### src/rtl/tilelink_ad_arbiter_if.sv
// One TileLink-UL A/D link. The master modport issues A requests and takes D
// responses; the slave modport is the side that accepts A and returns D.
interface tilelink_ad_arbiter_if #(
   parameter int ADDR_W = 32,
   parameter int DATA_W = 32
);
   logic                  a_valid;
   logic                  a_ready;
   logic [2:0]            a_bits_opcode;
   logic [2:0]            a_bits_param;
   logic [3:0]            a_bits_size;
   logic                  a_bits_source;
   logic [ADDR_W-1:0]     a_bits_address;
   logic [DATA_W/8-1:0]   a_bits_mask;
   logic [DATA_W-1:0]     a_bits_data;

   logic                  d_valid;
   logic                  d_ready;
   logic [2:0]            d_bits_opcode;
   logic [1:0]            d_bits_param;
   logic [3:0]            d_bits_size;
   logic                  d_bits_source;
   logic                  d_bits_sink;
   logic [DATA_W-1:0]     d_bits_data;
   logic                  d_bits_error;

   modport master (
      output a_valid, a_bits_opcode, a_bits_param, a_bits_size, a_bits_source,
             a_bits_address, a_bits_mask, a_bits_data, d_ready,
      input  a_ready, d_valid, d_bits_opcode, d_bits_param, d_bits_size,
             d_bits_source, d_bits_sink, d_bits_data, d_bits_error
   );

   modport slave (
      input  a_valid, a_bits_opcode, a_bits_param, a_bits_size, a_bits_source,
             a_bits_address, a_bits_mask, a_bits_data, d_ready,
      output a_ready, d_valid, d_bits_opcode, d_bits_param, d_bits_size,
             d_bits_source, d_bits_sink, d_bits_data, d_bits_error
   );
endinterface

### src/rtl/tilelink_ad_arbiter.sv
// Round-robin 2:1 TileLink-UL A/D arbiter, one transaction outstanding, zero-latency A and D paths.
// A backpressure comes straight from s_a_ready; D backpressure from the owning master's d_ready.
module tilelink_ad_arbiter #(
   parameter int ADDR_W = 32,
   parameter int DATA_W = 32,
   parameter int CNT_W  = 16
) (
   input  logic                  clock,
   input  logic                  reset,
   tilelink_ad_arbiter_if.slave  m0,
   tilelink_ad_arbiter_if.slave  m1,
   tilelink_ad_arbiter_if.master s,
   output logic                  err_unexpected_d,
   output logic                  grant_owner
);
   localparam int BEAT_LG = $clog2(DATA_W / 8);

   typedef enum logic {IDLE, BUSY} state_t;

   state_t              state_q;
   logic                prio_q;
   logic                owner_q;
   logic                err_q;
   logic                lock_q;
   logic                lock_sel_q;
   logic [2:0]          op_opcode_q;
   logic [3:0]          op_size_q;
   logic [CNT_W-1:0]    cnt_q;

   logic                gnt_vld;
   logic                gnt_sel;
   logic                a_vld;
   logic                a_hs;
   logic                busy;
   logic                d_hs;
   logic                last_beat;
   logic [CNT_W-1:0]    beats;
   logic [2:0]          sel_opcode;
   logic [3:0]          sel_size;
   logic [ADDR_W-1:0]   sel_addr;

   // A stalled winner keeps the grant until its handshake, even if prio would pick the other side.
   always_comb begin
      gnt_vld = m0.a_valid | m1.a_valid;
      gnt_sel = 1'b0;
      if (lock_q && (lock_sel_q ? m1.a_valid : m0.a_valid))
         gnt_sel = lock_sel_q;
      else if (m0.a_valid && m1.a_valid)
         gnt_sel = prio_q;
      else
         gnt_sel = m1.a_valid;
   end

   assign sel_opcode = gnt_sel ? m1.a_bits_opcode  : m0.a_bits_opcode;
   assign sel_size   = gnt_sel ? m1.a_bits_size    : m0.a_bits_size;
   assign sel_addr   = gnt_sel ? m1.a_bits_address : m0.a_bits_address;

   assign a_vld = !reset && (state_q == IDLE) && gnt_vld;
   assign a_hs  = a_vld && s.a_ready;

   assign s.a_valid        = a_vld;
   assign s.a_bits_opcode  = sel_opcode;
   assign s.a_bits_param   = gnt_sel ? m1.a_bits_param  : m0.a_bits_param;
   assign s.a_bits_size    = sel_size;
   assign s.a_bits_source  = gnt_sel ? m1.a_bits_source : m0.a_bits_source;
   assign s.a_bits_address = sel_addr;
   assign s.a_bits_mask    = gnt_sel ? m1.a_bits_mask   : m0.a_bits_mask;
   assign s.a_bits_data    = gnt_sel ? m1.a_bits_data   : m0.a_bits_data;

   assign m0.a_ready = a_vld && !gnt_sel && s.a_ready;
   assign m1.a_ready = a_vld &&  gnt_sel && s.a_ready;

   // In IDLE the downstream D port is always drained so stray beats cannot wedge the slave.
   assign busy      = !reset && (state_q == BUSY);
   assign m0.d_valid = busy && !owner_q && s.d_valid;
   assign m1.d_valid = busy &&  owner_q && s.d_valid;
   assign s.d_ready = !reset && ((state_q == IDLE) || (owner_q ? m1.d_ready : m0.d_ready));
   assign d_hs      = busy && s.d_valid && s.d_ready;

   assign m0.d_bits_opcode = s.d_bits_opcode;
   assign m0.d_bits_param  = s.d_bits_param;
   assign m0.d_bits_size   = s.d_bits_size;
   assign m0.d_bits_source = s.d_bits_source;
   assign m0.d_bits_sink   = s.d_bits_sink;
   assign m0.d_bits_data   = s.d_bits_data;
   assign m0.d_bits_error  = s.d_bits_error;
   assign m1.d_bits_opcode = s.d_bits_opcode;
   assign m1.d_bits_param  = s.d_bits_param;
   assign m1.d_bits_size   = s.d_bits_size;
   assign m1.d_bits_source = s.d_bits_source;
   assign m1.d_bits_sink   = s.d_bits_sink;
   assign m1.d_bits_data   = s.d_bits_data;
   assign m1.d_bits_error  = s.d_bits_error;

   // Get, ArithmeticData and LogicalData return data beats; everything else is a single ack.
   always_comb begin
      beats = CNT_W'(1);
      if ((op_opcode_q == 3'd4 || op_opcode_q == 3'd2 || op_opcode_q == 3'd3) &&
          (op_size_q > 4'(BEAT_LG)))
         beats = CNT_W'(1) << (op_size_q - 4'(BEAT_LG));
   end

   assign last_beat = (cnt_q + CNT_W'(1)) == beats;

   always_ff @(posedge clock) begin
      if (reset) begin
         state_q     <= IDLE;
         prio_q      <= 1'b0;
         owner_q     <= 1'b0;
         err_q       <= 1'b0;
         lock_q      <= 1'b0;
         lock_sel_q  <= 1'b0;
         op_opcode_q <= 3'd0;
         op_size_q   <= 4'd0;
         cnt_q       <= '0;
      end else begin
         case (state_q)
            IDLE: begin
               if (s.d_valid)
                  err_q <= 1'b1;
               if (a_hs) begin
                  state_q     <= BUSY;
                  owner_q     <= gnt_sel;
                  prio_q      <= ~gnt_sel;
                  op_opcode_q <= sel_opcode;
                  op_size_q   <= sel_size;
                  cnt_q       <= '0;
                  lock_q      <= 1'b0;
               end else begin
                  lock_q     <= a_vld;
                  lock_sel_q <= gnt_sel;
               end
            end
            BUSY: begin
               if (d_hs) begin
                  if (last_beat)
                     state_q <= IDLE;
                  else
                     cnt_q <= cnt_q + CNT_W'(1);
               end
            end
            default: state_q <= IDLE;
         endcase
      end
   end

   assign err_unexpected_d = !reset && err_q;
   assign grant_owner      = !reset && owner_q;

endmodule
### src/flat_wrapper.sv
// flat-port wrapper written by rule: the top's interface ports become plain ports
module tilelink_ad_arbiter_flat 
#(
   parameter int ADDR_W = 32,
   parameter int DATA_W = 32,
   parameter int CNT_W  = 16
)
  (clock, reset, err_unexpected_d, grant_owner, m0_a_valid, m0_a_bits_opcode, m0_a_bits_param, m0_a_bits_size, m0_a_bits_source, m0_a_bits_address, m0_a_bits_mask, m0_a_bits_data, m0_d_ready, m0_a_ready, m0_d_valid, m0_d_bits_opcode, m0_d_bits_param, m0_d_bits_size, m0_d_bits_source, m0_d_bits_sink, m0_d_bits_data, m0_d_bits_error, m1_a_valid, m1_a_bits_opcode, m1_a_bits_param, m1_a_bits_size, m1_a_bits_source, m1_a_bits_address, m1_a_bits_mask, m1_a_bits_data, m1_d_ready, m1_a_ready, m1_d_valid, m1_d_bits_opcode, m1_d_bits_param, m1_d_bits_size, m1_d_bits_source, m1_d_bits_sink, m1_d_bits_data, m1_d_bits_error, s_a_valid, s_a_bits_opcode, s_a_bits_param, s_a_bits_size, s_a_bits_source, s_a_bits_address, s_a_bits_mask, s_a_bits_data, s_d_ready, s_a_ready, s_d_valid, s_d_bits_opcode, s_d_bits_param, s_d_bits_size, s_d_bits_source, s_d_bits_sink, s_d_bits_data, s_d_bits_error);
  tilelink_ad_arbiter_if #(.ADDR_W(ADDR_W), .DATA_W(DATA_W)) m0_i ();
  tilelink_ad_arbiter_if #(.ADDR_W(ADDR_W), .DATA_W(DATA_W)) m1_i ();
  tilelink_ad_arbiter_if #(.ADDR_W(ADDR_W), .DATA_W(DATA_W)) s_i ();
  input  logic clock;
  input  logic reset;
  output logic err_unexpected_d;
  output logic grant_owner;
  input wire logic [$bits(m0_i.a_valid)-1:0] m0_a_valid;
  input wire logic [$bits(m0_i.a_bits_opcode)-1:0] m0_a_bits_opcode;
  input wire logic [$bits(m0_i.a_bits_param)-1:0] m0_a_bits_param;
  input wire logic [$bits(m0_i.a_bits_size)-1:0] m0_a_bits_size;
  input wire logic [$bits(m0_i.a_bits_source)-1:0] m0_a_bits_source;
  input wire logic [$bits(m0_i.a_bits_address)-1:0] m0_a_bits_address;
  input wire logic [$bits(m0_i.a_bits_mask)-1:0] m0_a_bits_mask;
  input wire logic [$bits(m0_i.a_bits_data)-1:0] m0_a_bits_data;
  input wire logic [$bits(m0_i.d_ready)-1:0] m0_d_ready;
  output wire logic [$bits(m0_i.a_ready)-1:0] m0_a_ready;
  output wire logic [$bits(m0_i.d_valid)-1:0] m0_d_valid;
  output wire logic [$bits(m0_i.d_bits_opcode)-1:0] m0_d_bits_opcode;
  output wire logic [$bits(m0_i.d_bits_param)-1:0] m0_d_bits_param;
  output wire logic [$bits(m0_i.d_bits_size)-1:0] m0_d_bits_size;
  output wire logic [$bits(m0_i.d_bits_source)-1:0] m0_d_bits_source;
  output wire logic [$bits(m0_i.d_bits_sink)-1:0] m0_d_bits_sink;
  output wire logic [$bits(m0_i.d_bits_data)-1:0] m0_d_bits_data;
  output wire logic [$bits(m0_i.d_bits_error)-1:0] m0_d_bits_error;
  input wire logic [$bits(m1_i.a_valid)-1:0] m1_a_valid;
  input wire logic [$bits(m1_i.a_bits_opcode)-1:0] m1_a_bits_opcode;
  input wire logic [$bits(m1_i.a_bits_param)-1:0] m1_a_bits_param;
  input wire logic [$bits(m1_i.a_bits_size)-1:0] m1_a_bits_size;
  input wire logic [$bits(m1_i.a_bits_source)-1:0] m1_a_bits_source;
  input wire logic [$bits(m1_i.a_bits_address)-1:0] m1_a_bits_address;
  input wire logic [$bits(m1_i.a_bits_mask)-1:0] m1_a_bits_mask;
  input wire logic [$bits(m1_i.a_bits_data)-1:0] m1_a_bits_data;
  input wire logic [$bits(m1_i.d_ready)-1:0] m1_d_ready;
  output wire logic [$bits(m1_i.a_ready)-1:0] m1_a_ready;
  output wire logic [$bits(m1_i.d_valid)-1:0] m1_d_valid;
  output wire logic [$bits(m1_i.d_bits_opcode)-1:0] m1_d_bits_opcode;
  output wire logic [$bits(m1_i.d_bits_param)-1:0] m1_d_bits_param;
  output wire logic [$bits(m1_i.d_bits_size)-1:0] m1_d_bits_size;
  output wire logic [$bits(m1_i.d_bits_source)-1:0] m1_d_bits_source;
  output wire logic [$bits(m1_i.d_bits_sink)-1:0] m1_d_bits_sink;
  output wire logic [$bits(m1_i.d_bits_data)-1:0] m1_d_bits_data;
  output wire logic [$bits(m1_i.d_bits_error)-1:0] m1_d_bits_error;
  output wire logic [$bits(s_i.a_valid)-1:0] s_a_valid;
  output wire logic [$bits(s_i.a_bits_opcode)-1:0] s_a_bits_opcode;
  output wire logic [$bits(s_i.a_bits_param)-1:0] s_a_bits_param;
  output wire logic [$bits(s_i.a_bits_size)-1:0] s_a_bits_size;
  output wire logic [$bits(s_i.a_bits_source)-1:0] s_a_bits_source;
  output wire logic [$bits(s_i.a_bits_address)-1:0] s_a_bits_address;
  output wire logic [$bits(s_i.a_bits_mask)-1:0] s_a_bits_mask;
  output wire logic [$bits(s_i.a_bits_data)-1:0] s_a_bits_data;
  output wire logic [$bits(s_i.d_ready)-1:0] s_d_ready;
  input wire logic [$bits(s_i.a_ready)-1:0] s_a_ready;
  input wire logic [$bits(s_i.d_valid)-1:0] s_d_valid;
  input wire logic [$bits(s_i.d_bits_opcode)-1:0] s_d_bits_opcode;
  input wire logic [$bits(s_i.d_bits_param)-1:0] s_d_bits_param;
  input wire logic [$bits(s_i.d_bits_size)-1:0] s_d_bits_size;
  input wire logic [$bits(s_i.d_bits_source)-1:0] s_d_bits_source;
  input wire logic [$bits(s_i.d_bits_sink)-1:0] s_d_bits_sink;
  input wire logic [$bits(s_i.d_bits_data)-1:0] s_d_bits_data;
  input wire logic [$bits(s_i.d_bits_error)-1:0] s_d_bits_error;
  assign m0_i.a_valid = m0_a_valid;
  assign m0_i.a_bits_opcode = m0_a_bits_opcode;
  assign m0_i.a_bits_param = m0_a_bits_param;
  assign m0_i.a_bits_size = m0_a_bits_size;
  assign m0_i.a_bits_source = m0_a_bits_source;
  assign m0_i.a_bits_address = m0_a_bits_address;
  assign m0_i.a_bits_mask = m0_a_bits_mask;
  assign m0_i.a_bits_data = m0_a_bits_data;
  assign m0_i.d_ready = m0_d_ready;
  assign m0_a_ready = m0_i.a_ready;
  assign m0_d_valid = m0_i.d_valid;
  assign m0_d_bits_opcode = m0_i.d_bits_opcode;
  assign m0_d_bits_param = m0_i.d_bits_param;
  assign m0_d_bits_size = m0_i.d_bits_size;
  assign m0_d_bits_source = m0_i.d_bits_source;
  assign m0_d_bits_sink = m0_i.d_bits_sink;
  assign m0_d_bits_data = m0_i.d_bits_data;
  assign m0_d_bits_error = m0_i.d_bits_error;
  assign m1_i.a_valid = m1_a_valid;
  assign m1_i.a_bits_opcode = m1_a_bits_opcode;
  assign m1_i.a_bits_param = m1_a_bits_param;
  assign m1_i.a_bits_size = m1_a_bits_size;
  assign m1_i.a_bits_source = m1_a_bits_source;
  assign m1_i.a_bits_address = m1_a_bits_address;
  assign m1_i.a_bits_mask = m1_a_bits_mask;
  assign m1_i.a_bits_data = m1_a_bits_data;
  assign m1_i.d_ready = m1_d_ready;
  assign m1_a_ready = m1_i.a_ready;
  assign m1_d_valid = m1_i.d_valid;
  assign m1_d_bits_opcode = m1_i.d_bits_opcode;
  assign m1_d_bits_param = m1_i.d_bits_param;
  assign m1_d_bits_size = m1_i.d_bits_size;
  assign m1_d_bits_source = m1_i.d_bits_source;
  assign m1_d_bits_sink = m1_i.d_bits_sink;
  assign m1_d_bits_data = m1_i.d_bits_data;
  assign m1_d_bits_error = m1_i.d_bits_error;
  assign s_a_valid = s_i.a_valid;
  assign s_a_bits_opcode = s_i.a_bits_opcode;
  assign s_a_bits_param = s_i.a_bits_param;
  assign s_a_bits_size = s_i.a_bits_size;
  assign s_a_bits_source = s_i.a_bits_source;
  assign s_a_bits_address = s_i.a_bits_address;
  assign s_a_bits_mask = s_i.a_bits_mask;
  assign s_a_bits_data = s_i.a_bits_data;
  assign s_d_ready = s_i.d_ready;
  assign s_i.a_ready = s_a_ready;
  assign s_i.d_valid = s_d_valid;
  assign s_i.d_bits_opcode = s_d_bits_opcode;
  assign s_i.d_bits_param = s_d_bits_param;
  assign s_i.d_bits_size = s_d_bits_size;
  assign s_i.d_bits_source = s_d_bits_source;
  assign s_i.d_bits_sink = s_d_bits_sink;
  assign s_i.d_bits_data = s_d_bits_data;
  assign s_i.d_bits_error = s_d_bits_error;
  tilelink_ad_arbiter #(.ADDR_W(ADDR_W), .DATA_W(DATA_W), .CNT_W(CNT_W)) u_core (.clock(clock), .reset(reset), .m0(m0_i), .m1(m1_i), .s(s_i), .err_unexpected_d(err_unexpected_d), .grant_owner(grant_owner));
endmodule
### config.mk
export PLATFORM = sky130hd
export DESIGN_NAME = tilelink_ad_arbiter_flat
export DESIGN_NICKNAME = d
export VERILOG_FILES = /design/src/rtl/tilelink_ad_arbiter_if.sv /design/src/rtl/tilelink_ad_arbiter.sv /design/src/flat_wrapper.sv
export SDC_FILE = /design/constraint.sdc
export NUM_CORES = 1
export LEC_CHECK = 0
export ABC_CLOCK_PERIOD_IN_PS = 3600
export BUFFER_PORTS_ARGS = -buffer_cell sky130_fd_sc_hd__buf_2
export CAP_MARGIN = 20
export CORE_AREA = 2 2 150 152
export DETAILED_ROUTE_END_ITERATION = 7
export DIE_AREA = 0 0 152 154
export PLACE_DENSITY_LB_ADDON = 0.25
export SYNTH_ARGS = -nofsm -noshare
export SYNTH_HDL_FRONTEND = slang
export SYNTH_SLANG_ARGS = --single-unit
### constraint.sdc
create_clock -name clock -period 3.6 [get_ports clock]
set_input_delay 1.08 -clock clock [delete_from_list [all_inputs] [get_ports clock]]
set_output_delay 1.08 -clock clock [all_outputs]
set_load 0.02 [all_outputs]
**Word level (Yosys, flattened, before mapping)**

Cells that the tools add are included.

- Add/subtract/negate cells: 2
- Order comparisons: 1
- Equality and inequality tests: 7
- Shifts and indexed selects: 1
- Multiplexer cells: 21
- Bitwise gates (word level): 4
- Reductions and logical operators: 30

Operators with widths:

| kind | count |
|---|---|
| 2-to-1 mux 16 bit | 4 |
| 2-to-1 mux 32 bit | 2 |
| case mux 16 bit (2 select lines) | 1 |
| logical AND 1 bit | 20 |
| adder 16 x 1 -> 16 bit (second input constant) | 1 |
| == test 16 bit | 1 |
| << shifter 1 x 4 -> 16 bit (first input constant) | 1 |
| 2-to-1 mux 1 bit | 9 |
| 2-to-1 mux 4 bit | 2 |
| == test 3 x 2 -> 1 bit (second input constant) | 2 |
| 2-to-1 mux 3 bit | 2 |
| AND reduction 2 bit | 3 |
| > comparator 4 x 2 -> 1 bit (second input constant) | 1 |
| inequality test 2 bit (second input constant) | 2 |
| subtractor 4 x 2 -> 4 bit (second input constant) | 1 |
| == test 3 bit (second input constant) | 1 |
| zero test 1 bit | 3 |
| logical OR 1 bit | 3 |
| NOT 1 bit | 3 |
| AND reduction 3 bit | 1 |
| inequality test 2 x 1 -> 1 bit (second input constant) | 1 |
| case mux 1 bit (2 select lines) | 1 |
| bitwise OR 1 bit | 1 |

- Register bits after elaboration: 29
- Input port bits: 210
- Output and inout bits: 175
- Logic and storage cells: 75

**Logic depth before layout (Yosys ltp)**

Gate-level depths: netlist of run 1.

- Depth after elaboration: 9
- Gate-level depth with buffers: 13
- Depth with buffers taken out: 10

**Worst setup path before layout of run 1**

OpenSTA, ideal clock, no wires.

- Path kind: input port to output port
- Start point: input reset
- End point: output m0_a_ready
- Data arrival time: 2.679 ns
- Required time: 2.520 ns
- Path slack: -0.159 ns
- Stages: 5
- Path buffers: 2
- Cell sequence: clkbuf_1 nor3_1 nand2_1 clkbuf_1 nor2_1

- Cells in the longest elaborated chain, start to end: 5

Ends and longest elaborated chain:

| element | line | source |
|---|---|---|
| from (decl) | flat_wrapper.sv:13 | `input logic reset;` |
| zero test 1 bit | tilelink_ad_arbiter.sv:58 | `assign a_vld = !reset && (state_q == IDLE) && gnt_vld;` |
| logical AND 1 bit (2 in series) | tilelink_ad_arbiter.sv:58 |  |
| via s_a_valid | flat_wrapper.sv:52 | `output wire logic [$bits(s_i.a_valid)-1:0] s_a_valid;` |
| logical AND 1 bit (2 in series) | tilelink_ad_arbiter.sv:70 | `assign m0.a_ready = a_vld && !gnt_sel && s.a_ready;` |
| to (decl) | flat_wrapper.sv:25 | `output wire logic [$bits(m0_i.a_ready)-1:0] m0_a_ready;` |

The timed path passes the listed nets, and every way through them passes these cells.

**Final worst setup path of run 1**

- Start point: input m0_a_valid
- End point: output s_a_bits_address[15]

- Cells in the longest elaborated chain, start to end: 4
- Elaborated cells on any way between the ends: 6
- Classes of those cells: mux (4); reduce/logical (2)

Ends and longest elaborated chain:

| element | line | source |
|---|---|---|
| from (decl) | flat_wrapper.sv:16 | `input wire logic [$bits(m0_i.a_valid)-1:0] m0_a_valid;` |
| logical AND 1 bit / 2-to-1 mux 1 bit (equally long branches) | tilelink_ad_arbiter.sv:48, tilelink_ad_arbiter.sv:46 |  |
| 2-to-1 mux 1 bit / logical AND 1 bit (equally long branches) | tilelink_ad_arbiter.sv:48, tilelink_ad_arbiter.sv:46 |  |
| 2-to-1 mux 1 bit * | tilelink_ad_arbiter.sv:46 | `if (lock_q && (lock_sel_q ? m1.a_valid : m0.a_valid))` |
| 2-to-1 mux 32 bit * | tilelink_ad_arbiter.sv:56 | `assign sel_addr = gnt_sel ? m1.a_bits_address : m0.a_bits_address;` |
| to (decl) | flat_wrapper.sv:57 | `output wire logic [$bits(s_i.a_bits_address)-1:0] s_a_bits_address;` |

Mark *: on every way between the ends. The rest lies on a longest branch, timed or not.

==> flow_metrics.py, run 1 <==
metrics = {
    "timing": {
        "post-route-min-period_ps": 3410,
        "finalHoldViolCount": 0,
        "slew_viol_final": 0,
        "setup_viol": 0,
        "setup_tns_ps": 0,
        "fmax_mhz": 293,
        "relSlewSlack_pct": 60.7,
        "post-route-period-util_pct": 94.7,
        "skew_ps": 6.19,
        "rsz0062_at_grt": "false",
        "tightest_slew_ps": 585,
    },
    "synth": {
        "synth_area_per_cell_um2": 8.22,
        "synth_ff_type": "dfxtp_1",
        "ys_seq_area_share_pct": 15.4,
        "synth_cells": 460,
        "synth.distinct_cells": 59,
        "synthArstFlopShare_pct": 0,
        "ys_ff_latch": 29,
        "synth_area_um2": 3780,
        "synth_edf_count": 0,
        "ys_warn_count": 0,
        "synthesis.nets": 672,
    },
    "floorplanning": {
        "ios": 385,
        "chipWidth_um": 152,
        "num_rows": 54,
        "dieArea_um2": 23400,
        "initial_core_util_pct": 17.4,
        "design.core.area_um2": 21700,
        "fp.dieH_um": 154,
    },
    "global_route": {
        "grt_pass1_wl_um": 27500,
        "gr-usage-met2_pct": 25.0,
        "grt_busiest_layer": "met2",
        "grt_start_max_net_pins": 44,
        "grt_pass1_vias": 3992,
        "grt_remaining_overflow": 0,
        "met3_usage_pct": 7.69,
        "antenna_found_initial": 6,
        "met1_usage_pct": 20.1,
        "grt_usage_pct": 15.9,
    },
    "route": {
        "drtAntennaViolNets": 0,
        "wirelength_um": 19700,
        "drc": 0,
        "drt-initial-drc-count": 206,
        "via_per_inst": 4.38,
        "num_vias": 3987,
        "dr.pass1.iters": 4,
        "routedWlPerCell_um": 21.7,
    },
    "cts": {
        "clkLatencyLatePin_ps": 280,
        "cts-htree-levels": 2,
        "clk_pin_slew_ps": 50,
        "clock-sinks": 29,
        "ctsLongestPathBuffers": 2,
        "post_cts_buffers": 0,
        "cts_resized": 0,
        "hold_buffers": 0,
        "cts_made_buffers": 5,
        "tritoncts": "done",
        "cts_root_buf": "clkbuf_16",
    },
    "job": {
        "cap_violations": 0,
    },
    "pwr": {
        "p_leak_nw": 2.27,
        "total_power_mw": 1.43,
        "power-per-cell-area_nw_per_um2": 286,
        "ir_drop_mv": 0.150,
    },
    "setup_path": {
        "regToRegStartpoint": "u_core.op_size_q[2]$_SDFFE_PP0P_",
        "end_kind": "primary output",
        "crit_start": "m0_a_valid",
        "crit_path_start_kind": "input port",
        "cp.required_ps": 2520,
        "crit_type": "in2out",
        "worstPathArrival_ps": 2330,
        "worstPathMaxFanout": 43,
    },
    "place": {
        "port_buffers": 252,
        "post-dp-hpwl_um": 17200,
        "gp_congestion": 0.817,
    },
    "min_path": {
        "hold_path_class": "reg2reg",
        "hold_path_startpoint": "u_core.err_q$_SDFFE_PP0P_",
    },
    "finish": {
        "final_util_pct": 23.1,
        "syn2layout_area_growth_pct": 32.3,
        "layout-drive-gt1-share_pct": 59.0,
        "final_nets": 841,
    },
    "run_status": {
        "status": "finished clean",
    },
}
-- worst paths after layout --
| check | to | slack [ps] | depth (start not counted) |
|---|---|---|---|
| worst max-delay path | s_a_bits_address[15] | 190 | 5 |
| worst min-delay path | u_core.err_q$_SDFFE_PP0P_ | 480 | 2 |
| worst max register to register | u_core.cnt_q[13]$_SDFFE_PP0P_ | 320 | 9 |
| worst min register to register | u_core.err_q$_SDFFE_PP0P_ | 480 | 2 |
-- worst max-delay path, cell delays in order --
cell and delay [ps]:
buf_2 120, a21boi_4 200, buf_12 250, mux2_2 440, buf_2 180
-- cell usage after synthesis, types with 6 or more instances --
cell | n | area, µm²
o211ai_1 | 6 | 45.0
nor2_1 | 33 | 124
a21oi_1 | 13 | 65.1
nand3_1 | 11 | 55.1
nor4_1 | 8 | 50.1
nand2_1 | 18 | 67.6
inv_1 | 10 | 37.5
o21ai_0 | 6 | 30.0
buf_4 | 88 | 661
mux2_2 | 79 | 890
mux2i_1 | 13 | 130
xor2_1 | 9 | 78.8
xnor2_1 | 11 | 96.3
dfxtp_1 | 29 | 581
nor3_1 | 13 | 65.1
nand2b_1 | 13 | 81.3
clkbuf_1 | 16 | 60.1
nand4_1 | 6 | 37.5
-- layout make-up --
| class | count | area, µm² |
|---|---|---|
| antenna | 1 | 2.50 |
| clock buffer | 7 | 143 |
| clock inverter | 1 | 30.0 |
| fill | 2423 | 16700 |
| inverter | 10 | 37.5 |
| multi-input combinational | 310 | 2410 |
| sequential | 29 | 581 |
| tap | 280 | 350 |
| timing repair buffer | 273 | 1440 |
-- state kept, by name, summed over array words and instances (netlist names) --
signal,cells
u_core.lock_sel_q,1
u_core.op_size_q,4
u_core.prio_q,1
u_core.owner_q,1
u_core.op_opcode_q,3
u_core.lock_q,1
u_core.cnt_q,16
u_core.state_q,1
u_core.err_q,1
-- where the power goes --
group | leakage (nW) | switching (mW) | total, mW | internal [mW]
clock | 0.0841 | 0.156 | 0.501 | 0.345
combinational | 1.95 | 0.334 | 0.583 | 0.249
sequential | 0.236 | 0.0133 | 0.344 | 0.331
-- cells by family (layout without fill, tap and decap cells) --
| group | after synthesis | count (layout) | synth area share, % |
|---|---|---|---|
| other cells | 0 | 1 | 0 |
| simple gates | 140 | 140 | 20.0 |
| compound gates | 55 | 55 | 10.6 |
| buf+inv | 121 | 291 | 21.4 |
| xor+xnor | 20 | 20 | 4.63 |
| flops | 29 | 29 | 15.4 |
| fa+ha+maj | 2 | 2 | 0.662 |
| mux | 93 | 93 | 27.4 |
-- layer usage --
layer / vias up / part of all wire (%)
met4: 6 / 1.3
met3: 22 / 11
met1: 1848 / 42
met2: 213 / 45
li1: 1898 / -
met5: - / 0.19
-- cell usage in the layout, fill, tap and decap left out, drive strengths merged, types with 5 or more instances in the layout --
master  count
buf       273
mux2       80
nor2       33
dfxtp      29
nand2      18
a21oi      14
mux2i      13
nand2b     13
nor3       13
xnor2      11
nand3      11
inv        10
o21ai      10
xor2        9
nor4        8
o211ai      7
clkbuf      7
nand4       6
nor2b       5
or3         5
nand3b      5
-- metrics by stage --
step	worst slack (ps)	cells	cell area (µm²)	hold WS, ps
floorplan	-0.770	460	3790	429
global placement	185	902	4820	470
detailed placement	193	902	4820	464
CTS	192	910	5000	480
global route	49.7	910	5000	523
finish	191	911	5000	479
Power figures use the tool's default switching activity.
==> inputs of run 2 (changes only) <==
--- a/config.mk
+++ b/config.mk
@@ -9,6 +9,7 @@
 export BUFFER_PORTS_ARGS = -buffer_cell sky130_fd_sc_hd__buf_2
 export CAP_MARGIN = 20
 export CORE_AREA = 2 2 150 152
+export CTS_BUF_LIST = sky130_fd_sc_hd__clkbuf_4
 export DETAILED_ROUTE_END_ITERATION = 7
 export DIE_AREA = 0 0 152 154
 export PLACE_DENSITY_LB_ADDON = 0.25
==> run 2 against run 1 <==
Effect of this change: cell count is 0.11% higher; combinational power is essentially flat; register-to-register slack better by 20 ps; clock-buffer cell count shrank 1; critical path type unchanged; largest power group unchanged; maximum frequency is 0.13% lower.
==> flow_metrics.py, run 2 (same netlist as run 1, synthesis figures left out) <==
metrics = {
    "timing": {
        "tightest_slew_ps": 584,
        "post-route-min-period_ps": 3410,
        "setup_tns_ps": 0,
        "fmax_mhz": 293,
        "post-route-period-util_pct": 94.8,
        "worst_slack_ps": 187,
        "rsz0062_at_grt": "false",
        "skew_ps": 9.53,
        "relSlewSlack_pct": 60.7,
        "finalHoldViolCount": 0,
        "setup_viol": 0,
        "timing.hold.ws_ps": 493,
        "slew_viol_final": 0,
    },
    "finish": {
        "final_nets": 841,
        "final_util_pct": 22.6,
        "largest_register": "u_core.cnt_q",
        "largest_reg_flops": 16,
        "syn2layout_area_growth_pct": 29.9,
        "final_common_cell": "buf_2",
        "reg_top3": "u_core.cnt_q x16, u_core.op_size_q x4, u_core.op_opcode_q x3",
        "layoutNonFillerInstCount": 912,
        "final_cell_mix": "buf_2 (252), mux2_2 (79), nor2_1 (33)",
        "final_area_um2": 4910,
        "layout-drive-gt1-share_pct": 59.0,
    },
    "place": {
        "dp_cells": 902,
        "gp_congestion": 0.817,
        "dp_slack_ps": 193,
        "post-dp-hpwl_um": 17200,
        "port_buffers": 252,
        "place_area_um2": 4820,
    },
    "setup_path": {
        "crit_type": "in2out",
        "crit_path_start_kind": "input port",
        "regToRegStartpoint": "u_core.op_size_q[2]$_SDFFE_PP0P_",
        "worstPathArrival_ps": 2330,
        "worstPathMaxFanout": 43,
        "crit_start": "m0_a_valid",
        "end_kind": "primary output",
        "cp.required_ps": 2520,
    },
    "pwr": {
        "p_int_mw": 0.732,
        "ir_drop_mv": 0.108,
        "pwr-share-comb_pct": 48.3,
        "p_sw_mw": 0.476,
        "clock_power_share_pct": 23.3,
        "power_frac_seq_pct": 28.4,
        "p_leak_nw": 2.22,
        "total_power_mw": 1.21,
        "power-per-cell-area_nw_per_um2": 246,
        "swShare_pct": 39.4,
    },
    "route": {
        "drtAntennaViolNets": 0,
        "drc": 0,
        "routedWlPerCell_um": 21.6,
        "num_vias": 3964,
        "wirelength_um": 19700,
        "via_per_inst": 4.35,
        "dr.pass1.iters": 4,
        "drt-initial-drc-count": 202,
    },
    "global_route": {
        "grt_pass1_wl_um": 27500,
        "grt_remaining_overflow": 0,
        "grt_usage_pct": 15.9,
        "antenna_found_initial": 7,
        "grt_pass1_vias": 3985,
        "grt_start_max_net_pins": 44,
    },
    "floorplanning": {
        "dieArea_um2": 23400,
        "chipWidth_um": 152,
        "design.core.area_um2": 21700,
        "num_rows": 54,
        "fp.dieH_um": 154,
        "ios": 385,
        "initial_core_util_pct": 17.4,
    },
    "min_path": {
        "hold_path_startpoint": "u_core.err_q$_SDFFE_PP0P_",
        "hold_path_class": "reg2reg",
    },
    "run_status": {
        "status": "finished clean",
    },
    "cts": {
        "cts_resized": 0,
        "cts-htree-levels": 2,
        "post_cts_buffers": 0,
        "tritoncts": "done",
        "clk_pin_slew_ps": 100,
        "ctsLongestPathBuffers": 2,
        "clock-sinks": 29,
        "cts_made_buffers": 5,
        "hold_buffers": 0,
        "cts_root_buf": "clkbuf_4",
        "clkLatencyLatePin_ps": 340,
    },
    "job": {
        "cap_violations": 0,
    },
}
==> run 2: worst max-delay path, stage by stage <==
cell	delay, ps
buf_2	120
a21boi_4	200
buf_12	250
mux2_2	440
buf_2	180
==> run 2: routing by layer <==
| layer | share of wire [%] | vias to the layer above | track usage (%) | routed length, µm |
|---|---|---|---|---|
| li1 | - | 1895 | - | - |
| met1 | 43 | 1828 | 20.0 | 8380 |
| met2 | 45 | 214 | 24.9 | 8890 |
| met3 | 11 | 21 | 7.78 | 2140 |
| met4 | 1.3 | 6 | 2.63 | 253 |
| met5 | 0.16 | - | 0 | 32 |
==> run 2: power groups by stage <==
stage | logic (mW) | clock network, mW | registers (mW)
final | 0.583 | 0.282 | 0.344
after global routing | 0.618 | 0.313 | 0.346
after CTS | 0.584 | 0.299 | 0.344
after detailed placement | 0.581 | 0 | 0.351
after global placement | 0.582 | 0 | 0.351
after floorplan | 0.460 | 0 | 0.343
==> run 2: cell type report <==
cell class / instances / area (µm²)
sequential: 29 / 581
fill: 2430 / 16800
timing repair buffer: 273 / 1440
clock inverter: 2 / 33.8
inverter: 10 / 37.5
multi-input combinational: 310 / 2410
clock buffer: 6 / 45.0
antenna: 2 / 5.00
tap: 280 / 350
==> run 2: path summary, 6_finish.rpt <==
check                             endpoint  slack (ps)  cells after the start
min              u_core.err_q$_SDFFE_PP0P_         490                      2
max                   s_a_bits_address[15]         190                      5
min reg2reg      u_core.err_q$_SDFFE_PP0P_         490                      2
max reg2reg  u_core.cnt_q[13]$_SDFFE_PP0P_         340                      9
